==> config.mk <==
export PLATFORM = sky130hd
export DESIGN_NAME = fetch_stage
export DESIGN_NICKNAME = d
export VERILOG_FILES = /design/src/rtl/fetch_stage.sv
export SDC_FILE = /design/constraint.sdc
export NUM_CORES = 1
export LEC_CHECK = 0
export ABC_AREA = 0
export CAP_MARGIN = 0
export CORE_MARGIN = 2
export CORE_UTILIZATION = 65
export CTS_BUF_LIST = sky130_fd_sc_hd__clkbuf_2 sky130_fd_sc_hd__clkbuf_4 sky130_fd_sc_hd__clkbuf_8
export CTS_CLUSTER_SIZE = 30
export DETAILED_ROUTE_END_ITERATION = 7
export DONT_BUFFER_PORTS = 1
export PLACE_DENSITY = 0.9
export SLEW_MARGIN = 20
export SYNTH_ARGS = -nofsm -noshare
export SYNTH_HDL_FRONTEND = slang
export SYNTH_SLANG_ARGS = --single-unit
==> constraint.sdc <==
create_clock -name clk -period 4.4 [get_ports clk]
set_input_delay 0.88 -clock clk [delete_from_list [all_inputs] [get_ports clk]]
set_output_delay 0.88 -clock clk [all_outputs]
set_load 0.01 [all_outputs]
==> src/rtl/fetch_stage.sv <==
// Instruction-fetch stage: owns the architectural PC, requests instruction words
// over a req/ack memory handshake and hands {instr, pc} to decode through a
// two-entry buffer (output register plus skid register). Branch redirects from
// execute flush the buffer and steer fetch to the new target.
module fetch_stage #(
    parameter logic [31:0] RESET_PC = 32'h0000_0000,
    parameter int unsigned PC_STEP  = 4
) (
    input  logic        clk,
    input  logic        reset,
    output logic        imem_req,
    output logic [31:0] imem_addr,
    input  logic        imem_ack,
    input  logic [31:0] imem_rdata,
    input  logic        br_taken,
    input  logic [31:0] br_target,
    input  logic        id_stall,
    output logic        id_valid,
    output logic [31:0] id_instr,
    output logic [31:0] id_pc,
    output logic [31:0] rf_pc_out
);

    localparam logic [31:0] PC_INC = 32'(PC_STEP);

    typedef enum logic [1:0] {
        S_IDLE,
        S_REQ,
        S_DISCARD
    } state_t;

    state_t      state_q;
    logic [31:0] pc_q;
    logic [31:0] addr_q;
    logic        req_q;
    logic        outValid_q;
    logic [31:0] outInstr_q;
    logic [31:0] outPc_q;
    logic        skidValid_q;
    logic [31:0] skidInstr_q;
    logic [31:0] skidPc_q;

    logic        consume;
    logic        take;
    logic [1:0]  held;
    logic        spaceNow;
    logic        spaceAfterTake;
    logic [31:0] pcNext;

    // Decode handshake and buffer occupancy; "held" counts entries still occupied
    // once this cycle's consume has drained the output register.
    always_comb begin
        consume        = outValid_q & ~id_stall;
        take           = imem_ack & (state_q == S_REQ);
        held           = {1'b0, outValid_q} + {1'b0, skidValid_q} - {1'b0, consume};
        spaceNow       = (held < 2'd2);
        spaceAfterTake = (held == 2'd0);
        pcNext         = pc_q + PC_INC;
    end

    // Fetch FSM, PC and the output/skid buffer; redirects outrank acks, and an
    // ack seen in S_IDLE is a leftover from an abandoned request and is ignored.
    always_ff @(posedge clk) begin
        if (!reset) begin
            state_q     <= S_IDLE;
            pc_q        <= RESET_PC;
            addr_q      <= RESET_PC;
            req_q       <= 1'b0;
            outValid_q  <= 1'b0;
            outInstr_q  <= 32'h0;
            outPc_q     <= 32'h0;
            skidValid_q <= 1'b0;
            skidInstr_q <= 32'h0;
            skidPc_q    <= 32'h0;
        end else if (br_taken) begin
            pc_q        <= br_target;
            outValid_q  <= 1'b0;
            skidValid_q <= 1'b0;
            case (state_q)
                S_IDLE: begin
                    addr_q  <= br_target;
                    state_q <= S_REQ;
                    req_q   <= 1'b1;
                end
                S_REQ: begin
                    req_q <= 1'b1;
                    if (imem_ack) begin
                        addr_q <= br_target;
                    end else begin
                        state_q <= S_DISCARD;
                    end
                end
                S_DISCARD: begin
                    req_q <= 1'b1;
                    if (imem_ack) begin
                        addr_q  <= br_target;
                        state_q <= S_REQ;
                    end
                end
                default: begin
                    state_q <= S_IDLE;
                    req_q   <= 1'b0;
                end
            endcase
        end else begin
            if (consume) begin
                if (skidValid_q) begin
                    outInstr_q <= skidInstr_q;
                    outPc_q    <= skidPc_q;
                    outValid_q <= 1'b1;
                    if (take) begin
                        skidInstr_q <= imem_rdata;
                        skidPc_q    <= addr_q;
                    end else begin
                        skidValid_q <= 1'b0;
                    end
                end else if (take) begin
                    outInstr_q <= imem_rdata;
                    outPc_q    <= addr_q;
                    outValid_q <= 1'b1;
                end else begin
                    outValid_q <= 1'b0;
                end
            end else if (take) begin
                if (outValid_q) begin
                    skidInstr_q <= imem_rdata;
                    skidPc_q    <= addr_q;
                    skidValid_q <= 1'b1;
                end else begin
                    outInstr_q <= imem_rdata;
                    outPc_q    <= addr_q;
                    outValid_q <= 1'b1;
                end
            end

            case (state_q)
                S_IDLE: begin
                    if (spaceNow) begin
                        addr_q  <= pc_q;
                        state_q <= S_REQ;
                        req_q   <= 1'b1;
                    end
                end
                S_REQ: begin
                    if (imem_ack) begin
                        pc_q <= pcNext;
                        if (spaceAfterTake) begin
                            addr_q <= pcNext;
                        end else begin
                            state_q <= S_IDLE;
                            req_q   <= 1'b0;
                        end
                    end
                end
                S_DISCARD: begin
                    if (imem_ack) begin
                        addr_q  <= pc_q;
                        state_q <= S_REQ;
                    end
                end
                default: begin
                    state_q <= S_IDLE;
                    req_q   <= 1'b0;
                end
            endcase
        end
    end

    assign imem_req  = req_q;
    assign imem_addr = addr_q;
    assign id_valid  = outValid_q;
    assign id_instr  = outInstr_q;
    assign id_pc     = outPc_q;
    assign rf_pc_out = pc_q;

endmodule

# Word level (Yosys, flattened, before mapping)
# Index checks and enable logic that the tools add are counted.
[totals] word_cells=101 output_inout_bits=130 reg_bits=197
[op_classes] magnitude_cmp=1 eq_ne=13 n_bitwise=5 add_sub_neg=3 mux=51 reduce_logical=18
[ops] cell="two-way mux 32 bit" count=27
[ops] cell="one-hot mux 32 bit (3 select lines)" count=1
[ops] cell="one-hot mux 32 bit (2 select lines)" count=1
[ops] cell="adder 32 x 3 -> 32 bit (second input constant)" count=1
[ops] cell="inequality test 3 bit (second input constant)" count=7
[ops] cell="AND reduction 4 bit" count=4
[ops] cell="two-way mux 1 bit" count=13
[ops] cell="two-way mux 2 bit" count=6
[ops] cell="one-hot mux 2 bit (3 select lines)" count=2
[ops] cell="nonzero test 2 bit" count=5
[ops] cell="AND reduction 7 bit" count=1
[ops] cell="zero test 2 bit" count=2
[ops] cell="inequality test 2 bit (second input constant)" count=2
[ops] cell="AND reduction 2 bit" count=2
[ops] cell="nonzero test 4 bit" count=1
[ops] cell="OR reduction 2 bit" count=2
[ops] cell="inequality test 3 x 2 -> 1 bit (second input constant)" count=1
[ops] cell="NOT 1 bit" count=3
[ops] cell="one-hot mux 1 bit (3 select lines)" count=1
[ops] cell="OR reduction 3 bit" count=1
[ops] cell="adder 1 x 1 -> 2 bit" count=1
[ops] cell="AND 1 bit" count=2
[ops] cell="equality test 2 x 1 -> 1 bit (second input constant)" count=1
[ops] cell="equality test 2 bit (second input constant)" count=1
[ops] cell="3 further kinds" count=3

# Depth between registers and ports, before layout
# Gate-level depths: netlist of run 1.
[logic_depth] depth_word=8 ltp_mapped=10

# Least setup slack after synthesis of run 1
# Ideal clock, no wire load.
[synth_path] kind="in2reg" startpoint="input port id_stall" endpoint="register addr_q[22] (netlist: imem_addr[22])" t_arrival_ns=2.473 stages=9 n_path_buf=2 slack_ns=1.796 cell_sequence="nand2b_1 xnor2_1 ha_1 xor2_1 o41a_1 buf_2 buf_2 o211ai_1 o211ai_1"
[synth_via] elab_chain_len=6 word_cells_on_any_way=8
[synth_lines] element="from (decl)" line_no="17" source="input logic id_stall,"
[synth_lines] element="NOT 1 bit *" line_no="53" source="consume = outValid_q & ~id_stall;"
[synth_lines] element="AND 1 bit *" line_no="53"
[synth_lines] element="subtractor 2 x 1 -> 2 bit *" line_no="55" source="held = {1'b0, outValid_q} + {1'b0, skidValid_q} - {1'b0, consume};"
[synth_lines] element="less-than comparator 2 bit or zero test 2 bit (tied branches)" line_no="56, 57"
[synth_lines] element="inequality test 3 bit (no line)"
[synth_lines] element="AND reduction 7 bit (no line) *"
[synth_lines] element="to (signal assigned)" line_no="81" source="addr_q <= br_target;"
[synth_lines] element="to (signal assigned)" line_no="88" source="addr_q <= br_target;"
[synth_lines] element="to (signal assigned)" line_no="96" source="addr_q <= br_target;"
[synth_lines] element="to (decl)" line_no="34" source="logic [31:0] addr_q;"
# Mark *: on every way between the ends. The rest lies on a longest branch, timed or not.
# A chain may end at the register's enable or synchronous reset.

# Worst setup path in the final report of run 1
[layout_path] startpoint="register state_q[1]" endpoint="register addr_q[24] (netlist: imem_addr[24])"
[layout_via] elab_chain_len=4 word_cells_on_any_way=15
[layout_lines] element="from (decl)" line_no="32" source="state_t state_q;"
[layout_lines] element="from (signal assigned)" line_no="65" source="state_q <= S_IDLE;"
[layout_lines] element="from (signal assigned)" line_no="82" source="state_q <= S_REQ;"
[layout_lines] element="from (signal assigned)" line_no="90" source="state_q <= S_DISCARD;"
[layout_lines] element="equality test 2 x 1 -> 1 bit or equality test 2 bit (tied branches)" line_no="79, 136"
[layout_lines] element="OR reduction 2 bit (no line)"
[layout_lines] element="inequality test 3 bit (no line) (tied with other cells)"
[layout_lines] element="AND reduction 7 bit (no line) or two-way mux 32 bit (tied branches)"
[layout_lines] element="to (signal assigned)" line_no="81"
[layout_lines] element="to (signal assigned)" line_no="88"
[layout_lines] element="to (signal assigned)" line_no="139" source="addr_q <= pc_q;"
# Several ways; a longest one is shown, not always the timed one.

==> results.toml, run 1 <==
[yosys]
ys_top_cells_by_area = "dfxtp_1 (43%), mux2i_1 (7.6%), nand2_1 (7.3%)"
syn_avg_cell_area_um2 = 8.37
synth.most_common_cell = "dfxtp_1"
async_flop_share_pct = 0
synth-edff-count = 0
synth_common_cells = "dfxtp_1 (197), nand2_1 (180), a21oi_1 (103)"
synth_nets = 1179
synth_area_um2 = 9240
synth_top_cell_by_area = "dfxtp_1"
yosys_warnings = 0
yosysUniqueCellTypes = 66
ys_ff_latch = 197
synthCells = 1104
ys_seq_area_share_pct = 42.7
synth_top_cell_area_share_pct = 42.7
synthFlopType = "dfxtp_1"

[floorplan]
die_h_um = 123
io_pins = 199
rows = 43
die_w_um = 123
dieArea_um2 = 15200
start_util_pct = 66.6
core_um2 = 13900

[clock_network]
cts_setup_buffers = 0
h-tree-depth = 4
cts_tree = "done"
clock-sinks = 197
clockRootBuffer = "clkbuf_8"
numCtsBuffers = 17
path_clk_slew_ns = 0.10
clk_latency_ns = 0.48
clock_path_buffers = 2
hold_buffers = 0
cts-resized-gates = 0

[detailed_routing]
drcViolationCount = 0
vias = 7870
wl_um = 23200
dr.pass1.iters = 6
viasPerCell = 6.40
antenna_left = 0
wl_per_cell_um = 18.9
drt_iter0_drc = 797

[grt]
use_met2_pct = 45.8
grt_pass1_vias = 6877
grtUsageMet1_pct = 39.6
grt_pass1_wl_um = 35900
grt_overflow = 0
antenna_found_initial = 0
busiest_layer = "met2"
grt_max_degree = 129
grt.met3_usage_pct = 8.49
grt_usage_pct = 29.9

[timing]
grt_setup_unrepaired = "no"
period_share_pct = 79.4
finalSetupTns_ns = 0
holdWs_ns = 0.458
final_hold_viol_count = 0
finalCriticalPeriod_ns = 3.50
setup_viol = 0
slew_headroom_pct = 38.0
timing.fmax_mhz = 286
finalClockSkew_ns = 0.0130
tightestPinTransition_ns = 0.928
drv_slew = 0

[status]
outcome = "complete, no violations"

[setup_path]
reg2reg_from = "state_q[1]$_SDFFE_PN0P_"
r2r-end = "imem_addr[24]$_SDFFE_PN0P_"
crit_arrival_ns = 3.81
regToRegSetupSlack_ns = 0.90
start_kind = "flop"
criticalPathCategory = "flop to flop"
crit_required_ns = 4.71
rr_worst_depth = 6
end_kind = "flop"
cp_max_fo = 20

[run]
maxCapViolations = 0

[finish]
drive_gt1_share_pct = 5.62
area_delta_synth_final_pct = 3.40
num-nets-final = 1111
fill_cells = 1116
diodes = 0

[place]
gp_congestion = 0.940
io_buffers = 0
dpl.hpwl_um = 15900

[hold_path]
hold_class = "flop to flop"
hp-start = "skidPc_q[31]$_SDFFE_PN0P_"
whs_endpoint = "skidPc_q[31]$_SDFFE_PN0P_"
holdPathStages = 2

[power_and_ir_drop]
p_leak_nw = 3.50
power_density_nw_per_um2 = 445
peakVddDrop_v = 0.000221
## worst max-delay path: stages, from the launching register on
cell and delay (ns):
dfxtp_1 0.35, inv_1 0.11, ha_1 0.68, nand2_1 0.46, o41a_1 0.80, nor2_1 0.72, a311oi_2 0.20
## cells by family after synthesis
kind of cell	count (synthesis)	synth area share (%)
mux	72	7.83
flops	197	42.7
xor+xnor	44	4.17
simple gates	401	20.2
buf+inv	108	5.01
compound gates	276	19.3
fa+ha+maj	6	0.812
## placed cells by master (no fill, tap or decap), types with 4 or more instances in the layout
| master | instances |
|---|---|
| and3_1 | 4 |
| a21oi_1 | 103 |
| o21a_1 | 6 |
| nand3_1 | 23 |
| nand2b_1 | 16 |
| dfxtp_1 | 197 |
| a32o_1 | 6 |
| o211ai_1 | 17 |
| a211oi_1 | 67 |
| nor2_1 | 85 |
| xnor2_1 | 22 |
| and4_1 | 8 |
| inv_1 | 8 |
| nor3_1 | 21 |
| nand2_1 | 180 |
| clkbuf_8 | 19 |
| o21ai_0 | 21 |
| o31ai_1 | 4 |
| a31oi_1 | 6 |
| buf_4 | 11 |
| xor2_1 | 22 |
| o21ai_1 | 10 |
| ha_1 | 6 |
| nand4_1 | 27 |
| nor4_1 | 11 |
| mux2i_1 | 70 |
| clkinv_4 | 5 |
| o22ai_1 | 5 |
## final cells by class
class                   count  area [um2]  area share (%)
flip-flops and latches    197        3940            41.3
well taps                 180         225            2.36
repair buffers             12         103            1.07
multi-input cells         799        4870            51.0
clock buffers              19         262            2.74
clock inverters            13         115            1.20
inverters                   9        36.3           0.380
## sequential cells by signal (all words and copies together) (netlist names)
signal / count
imem_addr: 32
state_q: 2
id_instr: 32
id_valid: 1
rf_pc_out: 32
skidPc_q: 32
id_pc: 32
imem_req: 1
skidInstr_q: 32
skidValid_q: 1
## worst max path at each step
stage,startpoint,endpoint,slack [ns],cells past startpoint
4_1_cts,state_q[1]$_SDFFE_PN0P_,imem_addr[30]$_SDFFE_PN0P_,1.01,6
2_1_floorplan,id_stall,imem_addr[22]$_SDFFE_PN0P_,1.80,9
5_1_grt,state_q[1]$_SDFFE_PN0P_,imem_addr[24]$_SDFFE_PN0P_,0.69,6
3_5_place_dp,state_q[1]$_SDFFE_PN0P_,imem_addr[24]$_SDFFE_PN0P_,1.02,6
3_3_place_gp,id_stall,imem_addr[24]$_SDFFE_PN0P_,1.17,7
6_report,state_q[1]$_SDFFE_PN0P_,imem_addr[24]$_SDFFE_PN0P_,0.90,6
## stage by stage
step | area [um2] | setup slack [ns] | cells | util (%) | total power [mW]
5_1_grt | 9560 | 0.694 | 1229 | 68.8 | 4.45
3_3_place_gp | 9180 | 1.17 | 1197 | 66.1 | 3.14
3_5_place_dp | 9180 | 1.02 | 1197 | 66.1 | 3.18
2_1_floorplan | 9240 | 1.80 | 1104 | - | 2.94
4_1_cts | 9560 | 1.01 | 1229 | 68.8 | 4.25
6_report | 9560 | 0.905 | 1229 | 68.8 | 4.26
## power breakdown
part	switching (mW)	total, mW	internal [mW]
sequential	0.370	2.36	1.99
combinational	0.481	0.796	0.314
clock	0.663	1.10	0.438
## metal layers
metal	up-vias	part of all wire (%)
li1	3796	-
met3	57	12
met5	-	0
met1	3592	39
met2	425	46
met4	0	3.3
Power figures use the tool's default switching activity.
==> run 2, diff against run 1 <==
==> constraint.sdc (replaced) <==
create_clock -name clk -period 3.23 [get_ports clk]
set_input_delay 0.646 -clock clk [delete_from_list [all_inputs] [get_ports clk]]
set_output_delay 0.646 -clock clk [all_outputs]
set_load 0.01 [all_outputs]
==> run 2 against run 1 <==
- worst setup slack lost 0.46 ns
- largest cell class unchanged
- sequential power rose by 36%
- combinational power rose by 41%
- cell count is 0.65% higher
- critical endpoint is now imem_addr[18]$_SDFFE_PN0P_
- critical path depth is 1 higher
- worst hold slack worse by 0.16 ns
- first-iteration DRC count shrank 0.50%
- maximum frequency rose by 26%
==> results.toml, run 2 (synthesis gave the netlist of run 1 again) <==
[power_and_ir_drop]
power_density_nw_per_um2 = 620
peakVddDrop_v = 0.000303
p_leak_nw = 3.56

[finish]
fill_cells = 1138
final_cell_mix = "dfxtp_1 (197), nand2_1 (180), a21oi_1 (103)"
diodes = 0
num-nets-final = 1119
area_delta_synth_final_pct = 4.62
design_area_um2 = 9670
final_common_cell = "dfxtp_1"
drive_gt1_share_pct = 6.34

[detailed_routing]
wl_um = 23200
vias = 7870
dr.pass1.iters = 5
drt_iter0_drc = 793
wl_per_cell_um = 18.8
antenna_left = 0
drcViolationCount = 0
viasPerCell = 6.36

[timing]
slew_headroom_pct = 49.9
tightestPinTransition_ns = 0.752
finalClockSkew_ns = 0.0171
period_share_pct = 86.2
setup_viol = 0
finalCriticalPeriod_ns = 2.78
grt_setup_unrepaired = "no"
drv_slew = 0
finalSetupTns_ns = 0
final_hold_viol_count = 0
timing.fmax_mhz = 359

[place]
io_buffers = 0
postPlaceCellArea_um2 = 9250
gp_congestion = 0.936
dpl.hpwl_um = 16100

[hold_path]
hp-start = "imem_rdata[28]"
hold_class = "input pin to flop"
whs_endpoint = "skidInstr_q[28]$_SDFFE_PN0P_"
holdPathStages = 2

[setup_path]
end_kind = "flop"
start_kind = "flop"
regToRegSetupSlack_ns = 0.45
cp_max_fo = 14
rr_worst_depth = 7
cp_top_family = "simple AND/OR/NAND/NOR gates"
crit_required_ns = 3.58
r2r-end = "imem_addr[18]$_SDFFE_PN0P_"
cpPeakStageDelay_ns = 0.64
crit_arrival_ns = 3.13
reg2reg_from = "id_valid$_SDFFE_PP0P_"
criticalPathCategory = "flop to flop"
crit_path_top_delay_cell = "dfxtp_1"
worst-path-buf-inv = 0
cp_cell_sequence = "nand2b_1, xnor2_1, ha_1, xor2_1, nand3_1, nand2_1, o32ai_1"

[floorplan]
core_um2 = 13900
io_pins = 199
die_h_um = 123
dieArea_um2 = 15200
start_util_pct = 66.6
rows = 43
die_w_um = 123

[clock_network]
path_clk_slew_ns = 0.11
clock-sinks = 197
h-tree-depth = 4
cts-resized-gates = 0
hold_buffers = 0
numCtsBuffers = 17
clockRootBuffer = "clkbuf_8"
cts_tree = "done"
clk_latency_ns = 0.47
clock_path_buffers = 2
cts_setup_buffers = 0

[grt]
grt_pass1_wl_um = 35800
grt_pass1_vias = 6833
grt_max_degree = 105
antenna_found_initial = 0
grt_overflow = 0
grt_usage_pct = 29.9

[run]
maxCapViolations = 0

[status]
outcome = "complete, no violations"
[run 2: cell types whose count changed in the layout (fill, tap and decap cells not counted), sizes merged]
cell	delta
buf	+8
clkinv	-5
inv	+5
bufinv	+2
clkbuf	-2
[run 2: cell type report]
| class | instances | area, um2 | area share [%] |
|---|---|---|---|
| multi-input cells | 799 | 4870 | 50.4 |
| clock inverters | 15 | 183 | 1.89 |
| clock buffers | 17 | 234 | 2.42 |
| inverters | 9 | 36.3 | 0.375 |
| repair buffers | 20 | 175 | 1.81 |
| well taps | 180 | 225 | 2.33 |
| flip-flops and latches | 197 | 3940 | 40.8 |
[run 2: how the worst max path moves through the flow]
stage	startpoint	to	slack, ns	cells past startpoint
2_1_floorplan	id_stall	imem_addr[22]$_SDFFE_PN0P_	0.86	9
3_3_place_gp	id_stall	imem_addr[18]$_SDFFE_PN0P_	0.56	7
3_5_place_dp	id_stall	imem_addr[19]$_SDFFE_PN0P_	0.53	7
4_1_cts	id_valid$_SDFFE_PP0P_	imem_addr[12]$_SDFFE_PN0P_	0.49	7
5_1_grt	id_valid$_SDFFE_PP0P_	imem_addr[18]$_SDFFE_PN0P_	0.22	7
6_report	id_valid$_SDFFE_PP0P_	imem_addr[18]$_SDFFE_PN0P_	0.45	7
[run 2: stage by stage]
stage | hold WS (ns) | total power [mW] | worst slack (ns) | utilization [%] | instances
global route | 0.269 | 6.28 | 0.225 | 69.7 | 1237
floorplan | 0.436 | 4.01 | 0.860 | - | 1104
CTS | 0.264 | 6.01 | 0.486 | 69.7 | 1237
detailed placement | 0.446 | 4.37 | 0.526 | 66.6 | 1205
finish | 0.296 | 6.00 | 0.446 | 69.7 | 1237
global placement | 0.441 | 4.32 | 0.560 | 66.6 | 1205
[run 2: layer usage]
metal  track usage, %  part of all wire, %  vias up
met5                0                    0        -
met4             9.30                  2.0        0
met3             9.59                   11       40
met2             47.4                   47      372
met1             39.0                   41     3637
li1                 -                    -     3821
[run 2: where the power goes]
part	internal [mW]	switching (mW)	leakage [nW]
Clock	0.726	0.943	0.204
Sequential	2.71	0.503	1.61
Combinational	0.459	0.657	1.75
